$ cat src/rtl/int_sequencer.sv
// int_sequencer: hardware interrupt entry sequencer sitting ahead of fetch.
// Owns the stack pointer. On a qualified interrupt it freezes fetch and waits
// for the pipeline to drain. It then pushes PC[31:16], PC[15:0] and CCR,
// reads a two-word vector and redirects fetch with a one-cycle pc_load strobe.
//
// Ports:
//   clk, rst             clock, asynchronous active-high reset
//   irq_in               external interrupt level (edge-detected internally)
//   ie, stall_in         acceptance qualifiers (enable, load-use stall)
//   pc_in, ccr_in        resume PC and flags, captured at acceptance
//   sp_wr, sp_wr_data    pipeline SP update, honoured only while idle
//   mem_rdata            data-memory read data (1-cycle latency)
//   freeze               holds fetch and forces bubbles for the whole sequence
//   busy                 sequencer owns the data-memory port
//   mem_wr/rd/addr/wdata data-memory request
//   pc_load, pc_new      fetch redirect strobe and target
//   int_ack              acknowledge pulse, coincident with pc_load
//   sp_out, stack_ovf    current SP, sticky push-wrap flag
module int_sequencer #(
   parameter int unsigned    AW           = 12,
   parameter logic [AW-1:0]  SP_RESET     = AW'(12'hFFF),
   parameter logic [AW-1:0]  VEC_ADDR     = AW'(12'h000),
   parameter int unsigned    DRAIN_CYCLES = 3
) (
   input  logic          clk,
   input  logic          rst,
   input  logic          irq_in,
   input  logic          ie,
   input  logic          stall_in,
   input  logic [31:0]   pc_in,
   input  logic [2:0]    ccr_in,
   input  logic          sp_wr,
   input  logic [AW-1:0] sp_wr_data,
   input  logic [15:0]   mem_rdata,
   output logic          freeze,
   output logic          busy,
   output logic          mem_wr,
   output logic          mem_rd,
   output logic [AW-1:0] mem_addr,
   output logic [15:0]   mem_wdata,
   output logic          pc_load,
   output logic [31:0]   pc_new,
   output logic          int_ack,
   output logic [AW-1:0] sp_out,
   output logic          stack_ovf
);

   localparam logic [3:0] DRAIN_LOAD = 4'(DRAIN_CYCLES - 1);

   typedef enum logic [2:0] {
      StIdle,
      StDrain,
      StPushH,
      StPushL,
      StPushC,
      StVecH,
      StVecL,
      StLoad
   } state_e;

   state_e        state_q, state_d;
   logic [AW-1:0] sp_q, sp_d;
   logic          irq_q;
   logic          pending_q, pending_d;
   logic          ovf_q, ovf_d;
   logic [3:0]    cnt_q, cnt_d;
   logic [31:0]   pc_cap_q, pc_cap_d;
   logic [2:0]    ccr_cap_q, ccr_cap_d;
   logic [15:0]   vec_hi_q, vec_hi_d;
   logic [31:0]   pc_new_q, pc_new_d;
   logic          push;
   logic [15:0]   push_data;

   always_ff @(posedge clk or posedge rst) begin
      if (rst) begin
         state_q   <= StIdle;
         sp_q      <= SP_RESET;
         irq_q     <= 1'b0;
         pending_q <= 1'b0;
         ovf_q     <= 1'b0;
         cnt_q     <= 4'd0;
         pc_cap_q  <= 32'd0;
         ccr_cap_q <= 3'd0;
         vec_hi_q  <= 16'd0;
         pc_new_q  <= 32'd0;
      end else begin
         state_q   <= state_d;
         sp_q      <= sp_d;
         irq_q     <= irq_in;
         pending_q <= pending_d;
         ovf_q     <= ovf_d;
         cnt_q     <= cnt_d;
         pc_cap_q  <= pc_cap_d;
         ccr_cap_q <= ccr_cap_d;
         vec_hi_q  <= vec_hi_d;
         pc_new_q  <= pc_new_d;
      end
   end

   always_comb begin
      state_d   = state_q;
      sp_d      = sp_q;
      // One-deep latch: an edge while already pending is simply absorbed.
      pending_d = pending_q | (irq_in & ~irq_q);
      ovf_d     = ovf_q;
      cnt_d     = cnt_q;
      pc_cap_d  = pc_cap_q;
      ccr_cap_d = ccr_cap_q;
      vec_hi_d  = vec_hi_q;
      pc_new_d  = pc_new_q;

      freeze    = (state_q != StIdle);
      busy      = 1'b0;
      mem_wr    = 1'b0;
      mem_rd    = 1'b0;
      mem_addr  = '0;
      mem_wdata = 16'd0;
      pc_load   = 1'b0;
      int_ack   = 1'b0;
      pc_new    = pc_new_q;
      push      = 1'b0;
      push_data = 16'd0;

      unique case (state_q)
         StIdle: begin
            // SP load lands first, so an acceptance in this same cycle pushes
            // relative to the newly written SP.
            if (sp_wr) begin
               sp_d = sp_wr_data;
            end
            if (pending_q && ie && !stall_in) begin
               pc_cap_d  = pc_in;
               ccr_cap_d = ccr_in;
               cnt_d     = DRAIN_LOAD;
               pending_d = 1'b0;
               state_d   = StDrain;
            end
         end
         StDrain: begin
            if (cnt_q == 4'd0) begin
               state_d = StPushH;
            end else begin
               cnt_d = cnt_q - 4'd1;
            end
         end
         StPushH: begin
            busy      = 1'b1;
            push      = 1'b1;
            push_data = pc_cap_q[31:16];
            state_d   = StPushL;
         end
         StPushL: begin
            busy      = 1'b1;
            push      = 1'b1;
            push_data = pc_cap_q[15:0];
            state_d   = StPushC;
         end
         StPushC: begin
            busy      = 1'b1;
            push      = 1'b1;
            push_data = {13'd0, ccr_cap_q};
            state_d   = StVecH;
         end
         StVecH: begin
            busy     = 1'b1;
            mem_rd   = 1'b1;
            mem_addr = VEC_ADDR;
            state_d  = StVecL;
         end
         StVecL: begin
            busy     = 1'b1;
            mem_rd   = 1'b1;
            mem_addr = VEC_ADDR + AW'(1);
            // Read data for the VEC_H request arrives this cycle.
            vec_hi_d = mem_rdata;
            state_d  = StLoad;
         end
         StLoad: begin
            busy     = 1'b1;
            pc_new   = {vec_hi_q, mem_rdata};
            pc_new_d = {vec_hi_q, mem_rdata};
            pc_load  = 1'b1;
            int_ack  = 1'b1;
            state_d  = StIdle;
         end
         default: begin
            state_d = StIdle;
         end
      endcase

      // Shared push datapath; a push at SP=0 wraps and flags overflow but the
      // sequence carries on.
      if (push) begin
         mem_wr    = 1'b1;
         mem_addr  = sp_q;
         mem_wdata = push_data;
         sp_d      = sp_q - AW'(1);
         if (sp_q == '0) begin
            ovf_d = 1'b1;
         end
      end
   end

   assign sp_out    = sp_q;
   assign stack_ovf = ovf_q;

endmodule

$ cat config.mk
export PLATFORM = sky130hd
export DESIGN_NAME = int_sequencer
export DESIGN_NICKNAME = d
export VERILOG_FILES = /design/src/rtl/int_sequencer.sv
export SDC_FILE = /design/constraint.sdc
export NUM_CORES = 1
export LEC_CHECK = 0
export BUFFER_PORTS_ARGS = -buffer_cell sky130_fd_sc_hd__buf_2
export CAP_MARGIN = 10
export CORE_UTILIZATION = 46
export DETAILED_ROUTE_END_ITERATION = 10
export PLACE_DENSITY = 0.87
export SLEW_MARGIN = 20
export SYNTH_ARGS = -nofsm -noshare
export SYNTH_HDL_FRONTEND = slang
export SYNTH_SLANG_ARGS = --single-unit
export TNS_END_PERCENT = 10
$ cat constraint.sdc
create_clock -name clk -period 2.9 [get_ports clk]
set_input_delay 0.145 -clock clk [delete_from_list [all_inputs] [get_ports clk]]
set_output_delay 0.145 -clock clk [all_outputs]
set_load 0.005 [all_outputs]
# Yosys cells after proc, flatten, opt, wreduce, memory -nomap -nowiden
# Cells that the tools add are included.
[classes] n_lt_le_gt_ge=0 div_mod_pow=0 n_reduce_logical=18 multipliers=0 n_bitwise=3 eq_ne=10 n_addsub=2 mux=21 n_shift=0
[op_table] op="$mux 12" n=4
[op_table] op="$pmux 16 s3" n=1
[op_table] op="$mux 32" n=1
[op_table] op="$pmux 3 s8" n=1
[op_table] op="$mux 16" n=1
[op_table] op="$eq 3x3->1 const B" n=4
[op_table] op="$logic_not 12->1" n=1
[op_table] op="$sub 12x1->12 const B" n=1
[op_table] op="$mux 1" n=8
[op_table] op="$mux 4" n=2
[op_table] op="$pmux 4 s2" n=1
[op_table] op="$reduce_and 2->1" n=4
[op_table] op="$eq 3x2->1 const B" n=2
[op_table] op="$mux 3" n=2
[op_table] op="$ne 2x2->1 const B" n=3
[op_table] op="$reduce_bool 2->1" n=3
[op_table] op="$reduce_or 6->1" n=1
[op_table] op="$logic_not 4->1" n=1
[op_table] op="$sub 4x1->4 const B" n=1
[op_table] op="$eq 3x1->1 const B" n=1
[op_table] op="$logic_not 3->1" n=1
[op_table] op="$reduce_and 3->1" n=1
[op_table] op="$reduce_bool 3->1" n=1
[op_table] op="$reduce_or 3->1" n=1
[op_table] op="other kinds (6)" n=7
[word_totals] input_bits=69 n_memories=0 latchBits=0 wordCells=64 ramBits=0 romBits=0 regBits=105 output_inout_bits=79

# Longest topological paths before layout
# Gate-level depths: netlist of the first run.
[depth] word_depth=5 mapped_depth=6 ltp_nobuf=6

# Least setup slack after synthesis of the first run
# OpenSTA, ideal clock, no wires.
[synth_path] path_kind="register to register" startpoint="register state_q[0]" endpoint="register ccr_cap_q[2]" slack_ns=1.254 path_stages_with_launch=6 path_buffers=1 t_arrival_ns=1.521 period_less_slack_ns=1.646 cell_sequence="dfrtp_1 > nor3_2 > inv_2 > nor3_2 > buf_4 > mux2_2"
[synth_between] elab_chain_cells=2
[synth_rtl] element="start: declaration" line_no="61" text="state_e state_q, state_d;"
[synth_rtl] element="start signal: assignment" line_no="76" text="state_q <= StIdle;"
[synth_rtl] element="start signal: assignment" line_no="87" text="state_q <= state_d;"
[synth_rtl] element="$logic_not 3->1" line_no="124" text="unique case (state_q)"
[synth_rtl] element="$reduce_and 2->1 (no source line)"
[synth_rtl] element="end signal: assignment" line_no="94" text="ccr_cap_q <= ccr_cap_d;"
[synth_rtl] element="end: declaration" line_no="68" text="logic [2:0] ccr_cap_q, ccr_cap_d;"
# No other way between the ends.
# A chain may end at the register's enable or synchronous reset.

# Worst setup path in the final report of the first run
[layout_path] startpoint="register state_q[2]" endpoint="output port mem_addr[0]"
[layout_between] elab_chain_cells=4 elab_cells_between_ends=8
[layout_rtl] element="$eq 3x3->1 / $eq 3x2->1 (equally long branches)" line_no="124"
[layout_rtl] element="$reduce_or 3->1 (no source line)"
[layout_rtl] element="$mux 1" line_no="124"
[layout_rtl] element="$mux 12 (*)" line_no="193" text="if (push) begin"
[layout_rtl] element="end: declaration" line_no="39" text="output logic [AW-1:0] mem_addr,"
# Mark *: on every way between the ends. The rest lies on a longest branch, timed or not.

==> impl_metrics.yaml, run 1 <==
synthesis:
  netlist_area_mm2: 0.00477
  synth-xor-area-share: 0.0110
  ys_types: 52
  synth-seq-cells: 105
  synthAdderAreaFrac: 0.0105
  ys.flop_type: "dfrtp_1"
  synth_seq_area_share: 0.554
  synth_top_family_by_area: "multiplexers"
  synthCells: 376
  postSynthAreaPerCell_um2: 12.7
  syn_nets: 449
  synth-async-reset-ratio: 1.00
  synthSimpleGateAreaFrac: 0.0981
  synth-edff-count: 0
  yosys_warnings: 0
  synth_compound_area_frac: 0.0598
  synthMuxAreaShare: 0.232
sta:
  worst_hold_slack_ns: 0.0187
  rsz0062_at_grt: "false"
  layout_setup_ws_ns: 0.487
  relSlewSlack: 0.434
  fin_tns_setup_ns: 0
  fin_crit_ns: 2.41
  slew_viol_final: 0
  min_period_over_period: 0.832
  setup_viol: 0
  finalClockSkew_ns: 0.00926
  max_freq_mhz: 414
  tightest_slew_ns: 0.849
  hold_viol: 0
worst_setup_path:
  worst_setup_path_start_kind: "flip-flop"
  r2r-start: "state_q[2]"
  path_common_cell: "nand2_1"
  critPathKind: "reg -> out"
  cp_slowest_stage_delay_ns: 0.55
  crit_family: "simple AND/OR/NAND/NOR gates"
  critPathRequiredTime_ns: 2.76
  startpoint: "state_q[2]"
  critPathArrivalTime_ns: 2.27
  worstPathCellList: "nor3b_2, nor2_2, inv_2, nand2_1, nand2_1, buf_2"
  worst_setup_path_end_kind: "primary output"
  path_buf_inv: 2
  slowest_stage: "dfrtp_1"
  cp_max_fo: 16
power:
  sequentialPowerShare: 0.420
  peakVddDrop_mv: 0.497
  power.internal_w: 0.00406
  clockPowerShare: 0.128
  p_sw_w: 0.00236
  p_leak_nw: 2.95
  power.density_mw_per_mm2: 1050
  p_sw_frac: 0.367
  combPwrFrac: 0.452
floorplan:
  fp.dieW_um: 104
  start_util: 0.481
  core_area_mm2: 0.00991
  io-pin-count: 148
  die_area_mm2: 0.0108
  rows: 36
  die_h_um: 104
detailed_routing:
  vias: 3563
  wl_per_cell_um: 16.3
  dr.pass1.iters: 4
  drc: 0
  via_per_inst: 5.14
  drt_wl_total_um: 11300
  drt_iter0_markers: 183
  final_antenna_net_count: 0
global_route:
  grt_max_degree: 54
  grt_overflow: 0
  grt_pass1_vias: 3896
  antenna_found_initial: 0
  grt_pass1_wl_um: 19100
  grtUsageTotal: 0.224
outcome:
  status: "finished, final reports clean"
clocking:
  postCtsResizedCells: 0
  tritoncts: "done"
  htree_levels: 3
  clkTransAtPathRegs_ns: 0.10
  numCtsBuffers: 9
  cts_buffer_depth: 2
  root_buffer: "clkbuf_8"
  clkSinkCount: 105
  clkLatencyLatePin_ns: 0.37
placement:
  dpl.cell_count: 642
  gp_congestion: 0.829
  pre_cts_ws_ns: 0.839
  post-dp-hpwl_um: 7670
  portBuffers: 147
run:
  drv_cap: 0
hold_path:
  hp-class: "in -> reg"
  min_from: "mem_rdata[10]"
cells_and_area:
  drive_gt1_frac: 0.491
  num_antenna_cells: 0
  nNetsFinal: 628
  area_delta_synth_final_pct: 28.6
  final_cells: 693
registers in the layout (all words and copies together) (netlist names), 3 cells and up:
name,cells
cnt_q,4
ccr_cap_q,3
sp_out,12
pc_new_q,32
vec_hi_q,16
state_q,3
pc_cap_q,32
layer usage:
layer / wire length, µm / GRT usage / up-vias
li1: - / - / 1678
met1: 4530 / 0.264 / 1754
met2: 6030 / 0.400 / 109
met3: 519 / 0.0472 / 22
met4: 229 / 0.0867 / 0
met5: 0 / 0 / -
power by group through the flow:
stage,clock network [W],registers [W],logic (W)
2_1_floorplan,0,0.00255,0.00195
3_3_place_gp,0,0.00265,0.00275
3_5_place_dp,0,0.00272,0.00286
4_1_cts,0.000842,0.00269,0.00291
5_1_grt,0.000900,0.00281,0.00318
6_report,0.000821,0.00270,0.00290
worst reg2reg max path, delay by kind of cell (launching register included):
kind | cells | cell delay [ns]
buffers and inverters | 2 | 0.53
muxes | 1 | 0.44
DFF | 1 | 0.55
and+or+nand+nor | 2 | 0.47
cell usage after synthesis (4+ instances only):
| cell | number | area share |
|---|---|---|
| o21ai_1 | 4 | 0.0042 |
| xor2_1 | 5 | 0.0092 |
| mux2i_1 | 17 | 0.036 |
| ha_1 | 4 | 0.010 |
| buf_4 | 5 | 0.0079 |
| nand3_1 | 6 | 0.0063 |
| dfrtp_1 | 93 | 0.49 |
| nand2b_1 | 4 | 0.0052 |
| nor3_1 | 4 | 0.0042 |
| and2_1 | 9 | 0.012 |
| mux2_2 | 81 | 0.19 |
| a221oi_2 | 4 | 0.013 |
| dfstp_2 | 12 | 0.066 |
| inv_1 | 13 | 0.010 |
| a21oi_1 | 8 | 0.0084 |
| buf_2 | 14 | 0.015 |
| o21ai_0 | 4 | 0.0042 |
| nand2_1 | 13 | 0.010 |
| nor2_1 | 30 | 0.024 |
cells in the final DEF, fill, tap and decap left out, types with 2 or more instances in the layout:
master / n
nor3_1: 4
o311ai_0: 2
nor2_1: 30
dlygate4sd3_1: 35
nand2_1: 13
xor2_1: 5
clkinv_4: 2
nand3_1: 6
inv_1: 12
nand4_1: 2
clkinv_2: 2
o21ai_1: 4
ha_1: 4
inv_2: 2
mux2_2: 81
o211ai_1: 2
a21oi_1: 8
buf_2: 147
a221oi_2: 4
o21ai_0: 4
mux2_1: 2
buf_4: 6
mux2i_1: 17
a21o_1: 2
dfrtp_1: 93
dfstp_2: 12
clkbuf_8: 9
nand2b_1: 4
and2_1: 9
nor3b_1: 2
nor2b_1: 2
nor4_1: 3
o22ai_1: 3
what timing repair did:
action	4_1_cts	5_1_grt
buffers inserted	0	0
endpoints found under the setup margin	0	0
hold buffers	34	1
hold endpoints to repair	84	1
path summary, 6_finish.rpt:
path	depth (start not counted)	end	slack, ns
min in group asynchronous	3	vec_hi_q[12]	0.39
worst min-delay path	2	vec_hi_q[10]	0.02
worst min register to register	1	pc_new_q[25]	0.50
worst max-delay path	6	mem_addr[0]	0.49
max in group asynchronous	4	sp_out[1]	1.60
worst max register to register	5	pc_cap_q[8]	0.80
stage by stage:
step            util  total power [W]  cell area (µm²)
5_1_grt        0.619          0.00689             6140
3_5_place_dp   0.567          0.00558             5620
6_report       0.619          0.00642             6140
3_3_place_gp   0.567          0.00541             5620
2_1_floorplan      -          0.00450             4770
4_1_cts        0.618          0.00644             6130
cells by family (layout without fill, tap and decap cells):
kind of cell,Yosys count,in the layout
multiplexers,100,100
AO/OA/AOI/OAI,38,38
flip-flops,105,105
adder cells (fa/ha/maj),4,4
buffers and inverters,35,219
XOR/XNOR,6,6
AND/OR/NAND/NOR,88,88
area by class of cell:
| type | count | area [µm²] |
|---|---|---|
| multi-input cells | 236 | 1970 |
| repair buffers | 188 | 1130 |
| clock inverters | 6 | 43.8 |
| flip-flops and latches | 105 | 2640 |
| well taps | 133 | 166 |
| clock buffers | 10 | 128 |
| fillers | 778 | 3770 |
| inverters | 15 | 58.8 |
No activity file was read; power rests on OpenSTA's default activity.
==> run 2: changes to the inputs <==
- ABC_AREA: not set -> 1
- clock period: 2.9 -> 2.1 ns (I/O delays scaled with it)
==> run 2 against run 1 <==
  * Synthesized cell count grew 53%
  * Clock skew shrank 0.0026 ns
  * Clock-buffer cell count grew 4
  * Die area shrank 0.37%
  * Register-to-register slack lost 0.43 ns
  * Area after synthesis shrank 0.37%
  * Cell count grew 30%
  * Non-clock buffer count grew 13
  * Combinational power grew 35%
  * Routed wire length grew 12%
  * Sequential power grew 34%
  * Worst setup slack lost 0.40 ns
==> impl_metrics.yaml, run 2 <==
cells_and_area:
  n_fill_cell: 793
  drive_gt1_frac: 0.260
  final_common_cell: "nand2_1"
  final_cell_mix: "nand2_1 (202), buf_2 (147), dfrtp_1 (91), inv_1 (70), o21ai_0 (69)"
  final_cells: 902
  multiInputGateArea_mm2: 0.00168
  nNetsFinal: 837
  regArea_mm2: 0.00265
  num_antenna_cells: 0
  area_delta_synth_final_pct: 31.8
  largestRegisters: "pc_cap_q x32, pc_new_q x32, vec_hi_q x16"
worst_setup_path:
  r2r_cells: 6
  critPathKind: "reg -> out"
  path_depth: 7
  critPathRequiredTime_ns: 2.00
  worst_setup_path_end_kind: "primary output"
  path_common_cell: "nand2_1"
  crit_family: "buffers and inverters"
  cp_max_fo: 8
  slowest_stage: "dfrtp_2"
  worst_setup_path_start_kind: "flip-flop"
  path_buf_inv: 3
  critPathArrivalTime_ns: 1.91
  cp_slowest_stage_delay_ns: 0.47
  worstPathCellList: "inv_2, nand2_1, nor2_2, buf_4, nand2_1, o21ai_0, buf_2"
synthesis:
  yosys_warnings: 0
  synthCells: 576
  synth-seq-cells: 105
  synth.area.top_cells: "dfrtp_1 (49%), nand2_1 (16%), o21ai_0 (7.4%)"
  netlist_area_mm2: 0.00475
  synth_top_area_share: 0.490
  ys_top_cells_by_count: "nand2_1 (202), dfrtp_1 (93), inv_1 (71), o21ai_0 (70), nor2_1 (39)"
  synth-edff-count: 0
  ys.flop_type: "dfrtp_1"
  synth_area_leader_cell: "dfrtp_1"
  synth.most_common_cell: "nand2_1"
  syn_nets: 649
  synth_seq_area_share: 0.556
  ys_types: 26
  synth-async-reset-ratio: 1.00
  postSynthAreaPerCell_um2: 8.25
placement:
  dpl.cell_count: 839
  post-dp-hpwl_um: 7810
  portBuffers: 147
  gp_congestion: 0.912
  pre_cts_ws_ns: 0.382
global_route:
  antenna_found_initial: 0
  grt_pass1_wl_um: 21300
  met3_usage: 0.0566
  met2_usage: 0.421
  grt_overflow: 0
  busiest_layer: "met2"
  grt_max_degree: 106
  use_met1: 0.300
  grt_pass1_vias: 4580
  grtUsageTotal: 0.247
detailed_routing:
  wl_per_cell_um: 14.1
  final_antenna_net_count: 0
  drt_iter0_markers: 264
  vias: 4543
  dr.pass1.iters: 5
  drc: 0
  via_per_inst: 5.04
  drt_wl_total_um: 12700
sta:
  setup_viol: 0
  hold_viol: 0
  slew_viol_final: 0
  layout_setup_ws_ns: 0.0879
  rsz0062_at_grt: "false"
  fin_tns_setup_ns: 0
  min_period_over_period: 0.958
  worst_hold_slack_ns: 0.0232
  relSlewSlack: 0.629
  max_freq_mhz: 497
  finalClockSkew_ns: 0.00666
  tightest_slew_ns: 0.557
  fin_crit_ns: 2.01
clocking:
  cts_buffer_depth: 2
  numCtsBuffers: 9
  tritoncts: "done"
  htree_levels: 3
  root_buffer: "clkbuf_8"
  clkLatencyLatePin_ns: 0.37
  clkSinkCount: 105
  clkTransAtPathRegs_ns: 0.09
run:
  drv_cap: 0
hold_path:
  min_path_cells: 3
  hp-class: "in -> reg"
floorplan:
  core_area_mm2: 0.00991
  rows: 36
  io-pin-count: 148
  die_h_um: 104
  fp.dieW_um: 104
  start_util: 0.480
  die_area_mm2: 0.0107
power:
  peakVddDrop_mv: 0.753
  power.density_mw_per_mm2: 1410
  finalPower_w: 0.00882
  p_leak_nw: 3.35
outcome:
  status: "finished, final reports clean"
## run 2: changes by cell type in the layout (fill, tap and decap cells not counted), sizes merged, moves of 6 or more
cell / change
mux2i: -17
nand2: +193
mux2: -83
inv: +58
o21ai: +70
nand3: +10
and2: -9
nor3: -6
nor2: +13
dlygate4sd3: +12
## run 2: logic make-up (layout without fill, tap and decap cells)
logic type | count (synthesis) | in the layout | synth area share
fa+ha+maj | 4 | 4 | 0.0105
flops | 105 | 105 | 0.556
buf+inv | 99 | 292 | 0.0919
simple gates | 271 | 271 | 0.229
compound gates | 95 | 95 | 0.109
xor+xnor | 2 | 2 | 0.00369
## run 2: final timing paths
| kind | start | endpoint | slack (ns) |
|---|---|---|---|
| min in group asynchronous | rst | pc_new_q[2] | 0.44 |
| setup reg to reg | state_q[0] | pc_cap_q[9] | 0.37 |
| max in group asynchronous | rst | state_q[0] | 1.20 |
| hold reg to reg | pc_new_q[21] | pc_new_q[21] | 0.47 |
| setup / recovery | state_q[2] | mem_wdata[8] | 0.09 |
| hold / removal | mem_rdata[9] | vec_hi_q[9] | 0.02 |
## run 2: tightest hold or removal path: stages
cell     delay (ns)
buf_2          0.10
inv_1          0.06
o21ai_0        0.09
## run 2: where the power goes
group / total, W / internal (W) / switching [W]
logic: 0.00391 / 0.00152 / 0.00239
registers: 0.00363 / 0.00310 / 0.000536
clock network: 0.00128 / 0.000621 / 0.000655
total: 0.00882 / 0.00524 / 0.00358
## run 2: through the flow
| stage | cell area (µm²) | util |
|---|---|---|
| 6_report | 6270 | 0.632 |
| 5_1_grt | 6270 | 0.632 |
| 3_3_place_gp | 5580 | 0.563 |
| 2_1_floorplan | 4760 | - |
| 4_1_cts | 6260 | 0.631 |
| 3_5_place_dp | 5580 | 0.563 |
## run 2: cell type report
class | count | area share
multi-input cells | 372 | 0.268
well taps | 133 | 0.0266
flip-flops and latches | 105 | 0.422
clock buffers | 14 | 0.0260
inverters | 75 | 0.0459
repair buffers | 201 | 0.205
clock inverters | 2 | 0.00619
## run 2: metal layers
| layer | wire, µm | part of all wire |
|---|---|---|
| met4 | 394 | 0.031 |
| met2 | 6300 | 0.50 |
| met1 | 5140 | 0.41 |
| met5 | 0 | 0 |
| met3 | 850 | 0.067 |
## run 2: repair_timing
action                                  in CTS  in global routing
pin swaps                                    0                  0
endpoints found under the setup margin      17                 20
buffers inserted                             0                  0
resized for setup                            1                  5
hold buffers                                47                  0
hold endpoints to repair                   140                  0
